### config.mk
export PLATFORM = sky130hd
export DESIGN_NAME = insdecode
export DESIGN_NICKNAME = d
export VERILOG_FILES = /design/src/rtl/insdecode_pkg.sv /design/src/rtl/dec_scoreboard.sv /design/src/rtl/insdecode.sv
export SDC_FILE = /design/constraint.sdc
export NUM_CORES = 1
export LEC_CHECK = 0
export BUFFER_PORTS_ARGS = -buffer_cell sky130_fd_sc_hd__buf_4
export CELL_PAD_IN_SITES_DETAIL_PLACEMENT = 0
export CELL_PAD_IN_SITES_GLOBAL_PLACEMENT = 1
export CORE_MARGIN = 2
export CORE_UTILIZATION = 40
export CTS_CLUSTER_SIZE = 14
export DETAILED_ROUTE_END_ITERATION = 12
export PLACE_DENSITY_LB_ADDON = 0.1
export SYNTH_ARGS = -nofsm -noshare
export SYNTH_HDL_FRONTEND = slang
export SYNTH_SLANG_ARGS = --single-unit
export TNS_END_PERCENT = 30
### constraint.sdc
create_clock -name clk -period 3.15 [get_ports clk]
set_input_delay 0.4725 -clock clk [delete_from_list [all_inputs] [get_ports clk]]
set_output_delay 0.4725 -clock clk [all_outputs]
set_load 0.02 [all_outputs]
### src/rtl/insdecode_pkg.sv
// Shared decode definitions for the barrel-threaded decode stage: opcode
// constants, instruction field positions and the decoded-instruction record.
package insdecode_pkg;

  localparam int NUM_TRD_DEF = 8;
  localparam int NUM_REG_DEF = 32;
  localparam int TRD_W       = $clog2(NUM_TRD_DEF);
  localparam int REG_W       = $clog2(NUM_REG_DEF);

  localparam logic [5:0] OP_LD       = 6'h20;
  localparam logic [5:0] OP_ST       = 6'h28;
  localparam logic [5:0] OP_CTL_BASE = 6'h30;

  localparam int OP_LSB = 26;
  localparam int RD_LSB = 21;
  localparam int RS_LSB = 16;
  localparam int RT_LSB = 11;

  typedef enum logic [2:0] {
    CLS_ALU,
    CLS_LD,
    CLS_ST,
    CLS_CTL,
    CLS_ILL
  } op_cls_e;

  typedef struct packed {
    logic [5:0]       op;
    logic [REG_W-1:0] rd;
    logic [REG_W-1:0] rs;
    logic [REG_W-1:0] rt;
    logic [31:0]      imm;
    logic             wr;
    logic             ld;
    logic             st;
    logic             ctl;
    logic             atom;
    logic             ill;
  } dec_t;

  function automatic op_cls_e classify(input logic [5:0] op);
    if (!op[5])                          return CLS_ALU;
    else if (op == OP_LD)                return CLS_LD;
    else if (op == OP_ST)                return CLS_ST;
    else if (op[5:4] == OP_CTL_BASE[5:4]) return CLS_CTL;
    else                                 return CLS_ILL;
  endfunction

  function automatic dec_t decode(input logic [31:0] w);
    dec_t    d;
    op_cls_e cls;
    d      = '0;
    d.op   = w[OP_LSB +: 6];
    d.rd   = w[RD_LSB +: REG_W];
    d.rs   = w[RS_LSB +: REG_W];
    d.rt   = w[RT_LSB +: REG_W];
    d.imm  = {{16{w[15]}}, w[15:0]};
    d.atom = w[0];
    cls    = classify(d.op);
    d.ld   = (cls == CLS_LD);
    d.st   = (cls == CLS_ST);
    d.ctl  = (cls == CLS_CTL);
    d.ill  = (cls == CLS_ILL);
    // Writing r0 is architecturally a no-op, so it never counts as a write.
    d.wr   = ((cls == CLS_ALU) || (cls == CLS_LD)) && (d.rd != '0);
    return d;
  endfunction

endpackage

### src/rtl/dec_scoreboard.sv
// Per-thread pending-load scoreboard with rs/rt/rd lookup and per-thread busy.
// Build option SB_BYPASS_EN: lookups see this cycle's writeback clear.
module dec_scoreboard
  import insdecode_pkg::*;
#(
  parameter int NUM_TRD = NUM_TRD_DEF,
  parameter int NUM_REG = NUM_REG_DEF
) (
  input  logic                       clk,
  input  logic                       rst_n,
  input  logic                       i_set_en,
  input  logic [$clog2(NUM_TRD)-1:0] i_set_trd,
  input  logic [$clog2(NUM_REG)-1:0] i_set_rd,
  input  logic                       i_wb_en,
  input  logic [$clog2(NUM_TRD)-1:0] i_wb_trd,
  input  logic [$clog2(NUM_REG)-1:0] i_wb_rd,
  input  logic [NUM_TRD-1:0]         i_trd_clr,
  input  logic [$clog2(NUM_TRD)-1:0] i_lk_trd,
  input  logic [$clog2(NUM_REG)-1:0] i_lk_rs,
  input  logic [$clog2(NUM_REG)-1:0] i_lk_rt,
  input  logic [$clog2(NUM_REG)-1:0] i_lk_rd,
  output logic                       o_rs_pend,
  output logic                       o_rt_pend,
  output logic                       o_rd_pend,
  output logic [NUM_TRD-1:0]         o_busy
);

  logic [NUM_TRD-1:0][NUM_REG-1:0] r_sb;
  logic [NUM_TRD-1:0][NUM_REG-1:0] w_sb_nxt;
  logic [NUM_TRD-1:0][NUM_REG-1:0] w_view;

  // NOTE: every variable written in always_comb gets a full default first;
  // a path that skips the assignment would infer a latch.
  always_comb begin
    w_view = r_sb;
`ifdef SB_BYPASS_EN
    if (i_wb_en) w_view[i_wb_trd][i_wb_rd] = 1'b0;
`endif
  end

  // Applied lowest priority first so later writes win: wb clear, set, kill.
  always_comb begin
    w_sb_nxt = r_sb;
    if (i_wb_en)  w_sb_nxt[i_wb_trd][i_wb_rd]   = 1'b0;
    if (i_set_en) w_sb_nxt[i_set_trd][i_set_rd] = 1'b1;
    for (int t = 0; t < NUM_TRD; t++) begin
      if (i_trd_clr[t]) w_sb_nxt[t] = '0;
      w_sb_nxt[t][0] = 1'b0;
    end
  end

  // NOTE: this array is plain flops rather than a RAM, so it takes the async
  // reset -- stale pending bits after reset would replay forever.
  // NOTE: sequential state uses non-blocking assignment only, so every flop
  // samples pre-edge values regardless of process ordering.
  always_ff @(posedge clk or negedge rst_n) begin
    if (!rst_n) r_sb <= '0;
    else        r_sb <= w_sb_nxt;
  end

  assign o_rs_pend = w_view[i_lk_trd][i_lk_rs];
  assign o_rt_pend = w_view[i_lk_trd][i_lk_rt];
  assign o_rd_pend = w_view[i_lk_trd][i_lk_rd];

  always_comb begin
    o_busy = '0;
    for (int t = 0; t < NUM_TRD; t++) o_busy[t] = |r_sb[t];
  end

endmodule

### src/rtl/insdecode.sv
// Decode stage: field split, opcode classification, load-hazard replay and the
// ID/EX register. Build option SB_BYPASS_EN is handled in dec_scoreboard.
module insdecode
  import insdecode_pkg::*;
#(
  parameter int NUM_TRD = NUM_TRD_DEF,
  parameter int NUM_REG = NUM_REG_DEF
) (
  input  logic                       clk,
  input  logic                       rst_n,
  input  logic [31:0]                i_data,
  input  logic [31:0]                pc_dec,
  input  logic [$clog2(NUM_TRD)-1:0] trd_dec,
  input  logic                       i_miss,
  input  logic                       flushID,
  input  logic                       stall,
  input  logic [NUM_TRD-1:0]         valid_trd,
  input  logic [NUM_TRD-1:0]         trd_clr,
  input  logic                       wb_en,
  input  logic [$clog2(NUM_TRD)-1:0] wb_trd,
  input  logic [$clog2(NUM_REG)-1:0] wb_rd,
  output logic                       ex_vld,
  output logic [$clog2(NUM_TRD)-1:0] ex_trd,
  output logic [31:0]                ex_pc,
  output logic [5:0]                 ex_op,
  output logic [$clog2(NUM_REG)-1:0] ex_rd,
  output logic [$clog2(NUM_REG)-1:0] ex_rs,
  output logic [$clog2(NUM_REG)-1:0] ex_rt,
  output logic [31:0]                ex_imm,
  output logic                       ex_wr,
  output logic                       ex_ld,
  output logic                       ex_st,
  output logic                       ex_ctl,
  output logic                       ex_atom,
  output logic                       ex_ill,
  output logic                       rpl,
  output logic [$clog2(NUM_TRD)-1:0] rpl_trd,
  output logic [31:0]                rpl_pc,
  output logic [NUM_TRD-1:0]         sb_busy
);

  localparam int TW = $clog2(NUM_TRD);

  dec_t          w_dec;
  logic          w_in_vld;
  logic          w_use_rt;
  logic          w_rs_pend;
  logic          w_rt_pend;
  logic          w_rd_pend;
  logic          w_hazard;
  logic          w_issue;
  logic          w_replay;
  logic          w_sb_set;

  dec_t          r_ex;
  logic          r_ex_vld;
  logic [TW-1:0] r_ex_trd;
  logic [31:0]   r_ex_pc;
  logic          r_rpl;
  logic [TW-1:0] r_rpl_trd;
  logic [31:0]   r_rpl_pc;

  assign w_dec    = decode(i_data);
  assign w_in_vld = !i_miss && !flushID && valid_trd[trd_dec];
  assign w_use_rt = !w_dec.op[5] || w_dec.st;

  // rs is checked for every class; rt only where it is a source; rd for WAW.
  assign w_hazard = w_in_vld &&
                    (w_rs_pend || (w_use_rt && w_rt_pend) || (w_dec.wr && w_rd_pend));
  assign w_issue  = w_in_vld && !w_hazard;
  assign w_replay = w_in_vld && w_hazard;
  assign w_sb_set = w_issue && w_dec.ld && w_dec.wr && !stall;

  dec_scoreboard #(
    .NUM_TRD (NUM_TRD),
    .NUM_REG (NUM_REG)
  ) u_sb (
    .clk       (clk),
    .rst_n     (rst_n),
    .i_set_en  (w_sb_set),
    .i_set_trd (trd_dec),
    .i_set_rd  (w_dec.rd),
    .i_wb_en   (wb_en),
    .i_wb_trd  (wb_trd),
    .i_wb_rd   (wb_rd),
    .i_trd_clr (trd_clr),
    .i_lk_trd  (trd_dec),
    .i_lk_rs   (w_dec.rs),
    .i_lk_rt   (w_dec.rt),
    .i_lk_rd   (w_dec.rd),
    .o_rs_pend (w_rs_pend),
    .o_rt_pend (w_rt_pend),
    .o_rd_pend (w_rd_pend),
    .o_busy    (sb_busy)
  );

  // Payload fields only load on issue; on a bubble they hold, which saves
  // toggling and matches the don't-care contract with EX.
  always_ff @(posedge clk or negedge rst_n) begin
    if (!rst_n) begin
      r_ex      <= '0;
      r_ex_vld  <= 1'b0;
      r_ex_trd  <= '0;
      r_ex_pc   <= '0;
      r_rpl     <= 1'b0;
      r_rpl_trd <= '0;
      r_rpl_pc  <= '0;
    end else if (stall) begin
      r_rpl <= 1'b0;
    end else begin
      r_ex_vld <= w_issue;
      r_rpl    <= w_replay;
      if (w_issue) begin
        r_ex     <= w_dec;
        r_ex_trd <= trd_dec;
        r_ex_pc  <= pc_dec;
      end
      if (w_replay) begin
        r_rpl_trd <= trd_dec;
        r_rpl_pc  <= pc_dec;
      end
    end
  end

  assign ex_vld  = r_ex_vld;
  assign ex_trd  = r_ex_trd;
  assign ex_pc   = r_ex_pc;
  assign ex_op   = r_ex.op;
  assign ex_rd   = r_ex.rd;
  assign ex_rs   = r_ex.rs;
  assign ex_rt   = r_ex.rt;
  assign ex_imm  = r_ex.imm;
  assign ex_wr   = r_ex.wr;
  assign ex_ld   = r_ex.ld;
  assign ex_st   = r_ex.st;
  assign ex_ctl  = r_ex.ctl;
  assign ex_atom = r_ex.atom;
  assign ex_ill  = r_ex.ill;
  assign rpl     = r_rpl;
  assign rpl_trd = r_rpl_trd;
  assign rpl_pc  = r_rpl_pc;

endmodule

# == After elaboration in Yosys (flattened, before gate mapping) ==
# Index checks and enable logic that the tools add are counted.
# totals
register_bits,363
elab_cells,115
# op_classes
n_lt_le_gt_ge,10
eq_ne,7
n_mux,33
bitwise,4
n_reduce_logical,36
# ops
op,count
$mux 256,2
$mux 32,11
$and 256x256->256,1
$not 256->256,1
$or 256x256->256,1
$reduce_or 31->1,8
$demux 32 s3,2
$bmux 32 s3,1
$lt 5x6->1 const B,4
$bmux 1 s5,3
$logic_and 1x1->1,15
$eq 6x6->1 const B,2
$mux 3,4
$demux 1 s5,2
$ge 5x1->1 const B,2
$lt 3x4->1 const B,2
$mux 1,7
$eq 3x2->1 const B,2
$ge 3x1->1 const B,2
$logic_not 1->1,5
$reduce_bool 5->1,1
$logic_or 1x1->1,4
$reduce_and 2->1,2
$bmux 1 s3,1
5 further kinds,5

# == Longest topological paths before layout ==
# logic_depth
depth_word,18
mapped_depth,15

# == By module ==
# From an unflattened synthesis, not the netlist that was laid out.
# hier_totals
cells_unflattened,1839
area_unflattened_um2,18301.3
# modules_own_cells
module,instances,cells_per_inst,area_per_inst_um2,seq_area_each_um2
dec_scoreboard,1,1562,13809.5,6206.0
insdecode,1,277,4491.8,2727.6

# == Worst setup path before layout ==
# OpenSTA, ideal clock, no wires.
# synth_path
kind,input port to flip-flop
startpoint,input port trd_dec[1]
endpoint,register r_ex (netlist bit ex_op[0])
setup_time_ns,0.128
arrival_time_ns,3.669
slack_ns,-0.647
stages,11
path_buffers,3
cell_sequence,buf_2 mux4_2 mux2_2 a32o_1 a211o_1 or4_1 o41ai_2 nand3_1 buf_6 buf_6 mux2_1
# synth_between
elab_chain_cells,11
elab_cells_between_ends,19
# synth_lines
item,line,source
start: declaration,insdecode.sv:13,"input logic [$clog2(NUM_TRD)-1:0] trd_dec,"
$bmux 32 s3,"dec_scoreboard.sv:61, dec_scoreboard.sv:62, dec_scoreboard.sv:63",
$mux 32 (implied by the code),"dec_scoreboard.sv:61, dec_scoreboard.sv:62, dec_scoreboard.sv:63",
$bmux 1 s5,dec_scoreboard.sv:62,assign o_rt_pend = w_view[i_lk_trd][i_lk_rt];
$mux 1 (implied by the code),dec_scoreboard.sv:62,
$logic_and 1x1->1,insdecode.sv:69,(w_rs_pend || (w_use_rt && w_rt_pend) || (w_dec.wr && w_rd_pend));
$logic_or 1x1->1 (2 in series),insdecode.sv:69,
$logic_and 1x1->1,insdecode.sv:68,assign w_hazard = w_in_vld &&
$logic_not 1->1,insdecode.sv:70,assign w_issue = w_in_vld && !w_hazard;
$logic_and 1x1->1 (*),insdecode.sv:70,
$reduce_and 2->1 (no line) (*),--,
end signal: assignment,insdecode.sv:114,r_ex <= w_dec;
end: declaration,insdecode.sv:55,dec_t r_ex;
# Mark *: on every way between the ends. The rest lies on a longest branch, timed or not. The select of a mux whose other input is x is not followed.
# A chain may end at the register's enable or synchronous reset.

==> results summary <==
The number of vias after detailed routing came out at between 15,000 and 20,000. The cell with the largest stage delay on the worst path is sky130_fd_sc_hd__or4_4. The buffer type at the clock tree root is sky130_fd_sc_hd__clkbuf_16.

The max-cap violation count came out at 0. The number of warnings reported in the yosys synthesis log came out at 0. The type of the most critical hold path is in -> reg. The worst setup path is captured at a register. The overall die area came out at 52,000 sq um. The antenna violation net count after detailed routing is 0. The clock tree buffer depth came out at 3. The clock input transition at the sequential cells of the worst setup and hold paths came out at about 0.060 ns. The leftover overflow at the end of global routing is 0. The leading register cell type out of synthesis is sky130_fd_sc_hd__dfrtp_1. Before antenna repair, the detailed router went through 7 iterations. The setup skew after layout came out at 0.0193 ns.

Setup violations remaining at the end of the flow were counted as ~360. After detailed placement, the total cell area comes to roughly 25,000 sq um. Across all setup checks in the final design, the least slack found is -0.476 ns. The run finished, with violations left. The shortest clock period the worst path allows after layout is about 3.6 ns.

In the layout the commonest cells are sky130_fd_sc_hd__buf_4, sky130_fd_sc_hd__dfrtp_1, sky130_fd_sc_hd__nor2b_1. Leaving out fill and tap cells, the most frequent cell in the layout is sky130_fd_sc_hd__buf_4. The async set-reset flop share out of synthesis is 100%. At the placement stage, the worst setup path has a slack of -1.08 ns. The total area inside the core boundary comes to 49,900 sq um. The final net count came out at 2,533. The cell area after synthesis is 20,100 sq um.

The final instance area is around 28,000 sq um. The wire length of the first global-routing pass came out at approximately 130 mm. The pin slew with the least headroom to its limit came out at between 0.7 and 0.8 ns. The critical path goes through mux4_2 > mux2_4 > a32o_2 > a211o_1 > or4_4 > o41ai_4 > buf_4 > nand3_4 > buf_12 > buf_16 > buf_16 > o31ai_2.

The number of DRC violations after detailed routing came out at 0. The number of global-route vias before repair is 19,700. The clock sink count is approximately 360. The average via count per standard cell came out at 6.22.

The ratio of total power to cell area came out at roughly 500 nW/um^2. The cell internal power dissipation is 9.64 mW. The vertical extent of the die is 228 um. The overall fraction of global-route tracks in use came out at about a third. The static power due to leakage is 12.7 nW. The final worst-path cycle share came out at 115%.

The mean cell area of the mapped netlist came out at between 10 and 15 sq um. The initial core utilization is between 40% and 50%. The number of pins with negative max-slew slack in the final report is 0. The initialized floorplan defines 82 standard-cell rows.

The number of H-tree branching levels came out at 2. The weighted congestion at the end of routability-driven global placement came out at ~0.95. The ratio of cells with drive above 1 in the final layout came out at approximately two fifths. The sequential share of power is 38.4%. The biggest fanout along the worst timing path is 12. The worst relative slew slack is between 40% and 50%.

Compared with the post-synthesis result, the final layout area differs by 41.0%. The count of buffering cells on the critical path with inverters included came out at 4. The I/O pin count is between 200 and 250. On the critical path the largest part of the delay comes from compound AO/OA/AOI/OAI gates. The worst setup path is launched from a register. For this run, the share of the core covered by cells in the final layout is a little under three fifths. The netlist uses 60 different library cells. The design draws approximately 14 mW. The detailed placer's ending HPWL is about 60 mm. The switching power as a share of total power came out at a little under a third. Per report_power, the combinational group accounts for 25.1% of the total. At the worst endpoint, the arrival time is 4.13 ns. The clock latency on the worst-skew pair is approximately 0.60 ns. Setup repair after global routing could not meet its margin everywhere. The required arrival time at the worst endpoint is 3.65 ns. The pin count of the biggest net entering global routing came out at 66.

The worst vdd rail ir drop is around 0.56 mV. The net switching power figure is 4.51 mW. The setup path with the least slack is of type reg -> reg. The synthesis-stage register bit count came out at between 300 and 400. The sequential area share after synthesis is 44.5%.

The number of flops mapped to enable cells by yosys came out at 0. The number of antenna violations at the first check in global routing came out at 3. The total wirelength of the detailed-routed design is 93.1 mm.

The fmax is about 280 MHz. For this run, the slowest stage of the critical path takes between 0.5 and 0.6 ns. The setup TNS after final layout is -135.15 ns.

The final hold violation count came out at 0. Buffers inserted during clock tree synthesis total 44. The number of inserted filler cells in the final layout came out at between 4,000 and 5,000. The average wire per cell in the routed design is 29.6 um. The net count of the mapped netlist came out at ~2,100.

The cell seen most often among critical-path stages is sky130_fd_sc_hd__buf_16. TritonCTS built the clock tree. The final reports fail on setup timing. The number of buffer cells added on primary ports came out at ~240.

The die boundary width is ~230 um. The detailed router finished its first iteration with between 2,000 and 2,500 violations. The clock group share of total power came out at roughly 37%. After technology mapping, the gate count stands at roughly 2,000.
[flip-flops by register name, indices dropped and copies added (netlist names)]
register,count
u_sb.r_sb,248
ex_pc,32
rpl_pc,32
ex_imm,11
ex_op,6
ex_rd,5
ex_rs,5
ex_rt,5
ex_trd,3
rpl_trd,3
ex_ctl,1
ex_ill,1
ex_ld,1
ex_st,1
ex_vld,1
ex_wr,1
rpl,1
[worst min-delay path, cell delays in order]
cell	delay, ns
sky130_fd_sc_hd__buf_4	0.08
sky130_fd_sc_hd__nand2_1	0.04
sky130_fd_sc_hd__nand2_1	0.05
[area by class of cell]
class	count	area (sq um)	share of cell area, %
Antenna cell	2	5.00	0.0177
Sequential cell	357	8930	31.5
Clock buffer	66	1290	4.57
Multi-Input combinational cell	1419	11700	41.3
Timing Repair Buffer	606	5390	19.0
Tap cell	672	841	2.97
Clock inverter	12	143	0.503
Inverter	8	30.0	0.106
[power by group through the flow]
stage	Clock [mW]	Sequential [mW]	Combinational, mW
CTS	5.22	5.43	3.48
global route	5.42	5.51	3.69
finish	5.18	5.43	3.55
detailed placement	0	5.50	3.42
global placement	0	5.48	3.40
floorplan	0	6.12	1.10
[metrics by stage]
stage               std cells  hold slack [ns]
floorplan                1981            0.177
global placement         3031            0.472
detailed placement       3031            0.470
CTS                      3126           0.0626
global route             3140           0.0887
finish                   3142           0.0880
[cell usage after synthesis (7+ instances only)]
master	number	area share (%)
sky130_fd_sc_hd__buf_6	8	0.45
sky130_fd_sc_hd__nor2_1	41	0.77
sky130_fd_sc_hd__mux2_2	82	4.6
sky130_fd_sc_hd__o31ai_1	218	8.1
sky130_fd_sc_hd__mux4_2	20	2.2
sky130_fd_sc_hd__nand3_1	36	0.90
sky130_fd_sc_hd__nand4_1	11	0.34
sky130_fd_sc_hd__a22oi_1	29	1.1
sky130_fd_sc_hd__nand3b_1	10	0.37
sky130_fd_sc_hd__nand2_1	93	1.7
sky130_fd_sc_hd__a21oi_1	14	0.35
sky130_fd_sc_hd__dfrtp_1	357	44
sky130_fd_sc_hd__and4_1	8	0.35
sky130_fd_sc_hd__buf_4	25	0.93
sky130_fd_sc_hd__mux2_1	39	2.2
sky130_fd_sc_hd__buf_1	8	0.15
sky130_fd_sc_hd__a31oi_1	8	0.25
sky130_fd_sc_hd__nor2b_1	265	8.3
sky130_fd_sc_hd__nor3_1	16	0.40
sky130_fd_sc_hd__mux2i_1	75	3.7
sky130_fd_sc_hd__or4_1	9	0.34
sky130_fd_sc_hd__clkbuf_1	110	2.1
sky130_fd_sc_hd__inv_1	7	0.13
sky130_fd_sc_hd__nand2b_1	7	0.22
sky130_fd_sc_hd__o21ai_0	261	6.5
sky130_fd_sc_hd__buf_2	46	1.1
sky130_fd_sc_hd__nor4_1	62	1.9
sky130_fd_sc_hd__o41ai_2	33	2.7
[repair_timing]
item | 4_1_cts | 5_1_grt
buffers inserted | 3 | 1
gates cloned | 13 | 13
gates resized for setup | 129 | 161
endpoints found under the setup margin | 357 | 358
hold buffers | 1 | 0
pin swaps | 14 | 58
endpoints found under the hold margin | 56 | 0
[kinds of logic after synthesis]
family | share of synthesized area (%)
compound gates | 21.1
mux | 12.8
flops | 44.5
buf+inv | 4.88
simple gates | 16.8
[path summary, 6_finish.rpt]
path / from / endpoint / slack, ns / cells after the start
setup reg to reg: u_sb.r_sb[217] / u_sb.r_sb[242] / -0.48 / 12
hold / removal: stall / ex_vld / 0.09 / 3
min in group asynchronous: rst_n / u_sb.r_sb[44] / 0.47 / 2
hold reg to reg: ex_vld / ex_vld / 0.48 / 2
max in group asynchronous: rst_n / ex_pc[14] / 1.77 / 3
setup / recovery: u_sb.r_sb[217] / u_sb.r_sb[242] / -0.48 / 12
[metal layers]
| layer | track usage, % | vias up | part of all wire [%] |
|---|---|---|---|
| li1 | - | 8330 | - |
| met2 | 54.7 | 1011 | 46 |
| met5 | 0 | - | 0 |
| met4 | 18.1 | 0 | 5.7 |
| met1 | 44.8 | 9943 | 40 |
| met3 | 6.66 | 272 | 8.1 |
Note: power is estimated with default switching activity, not from simulation.
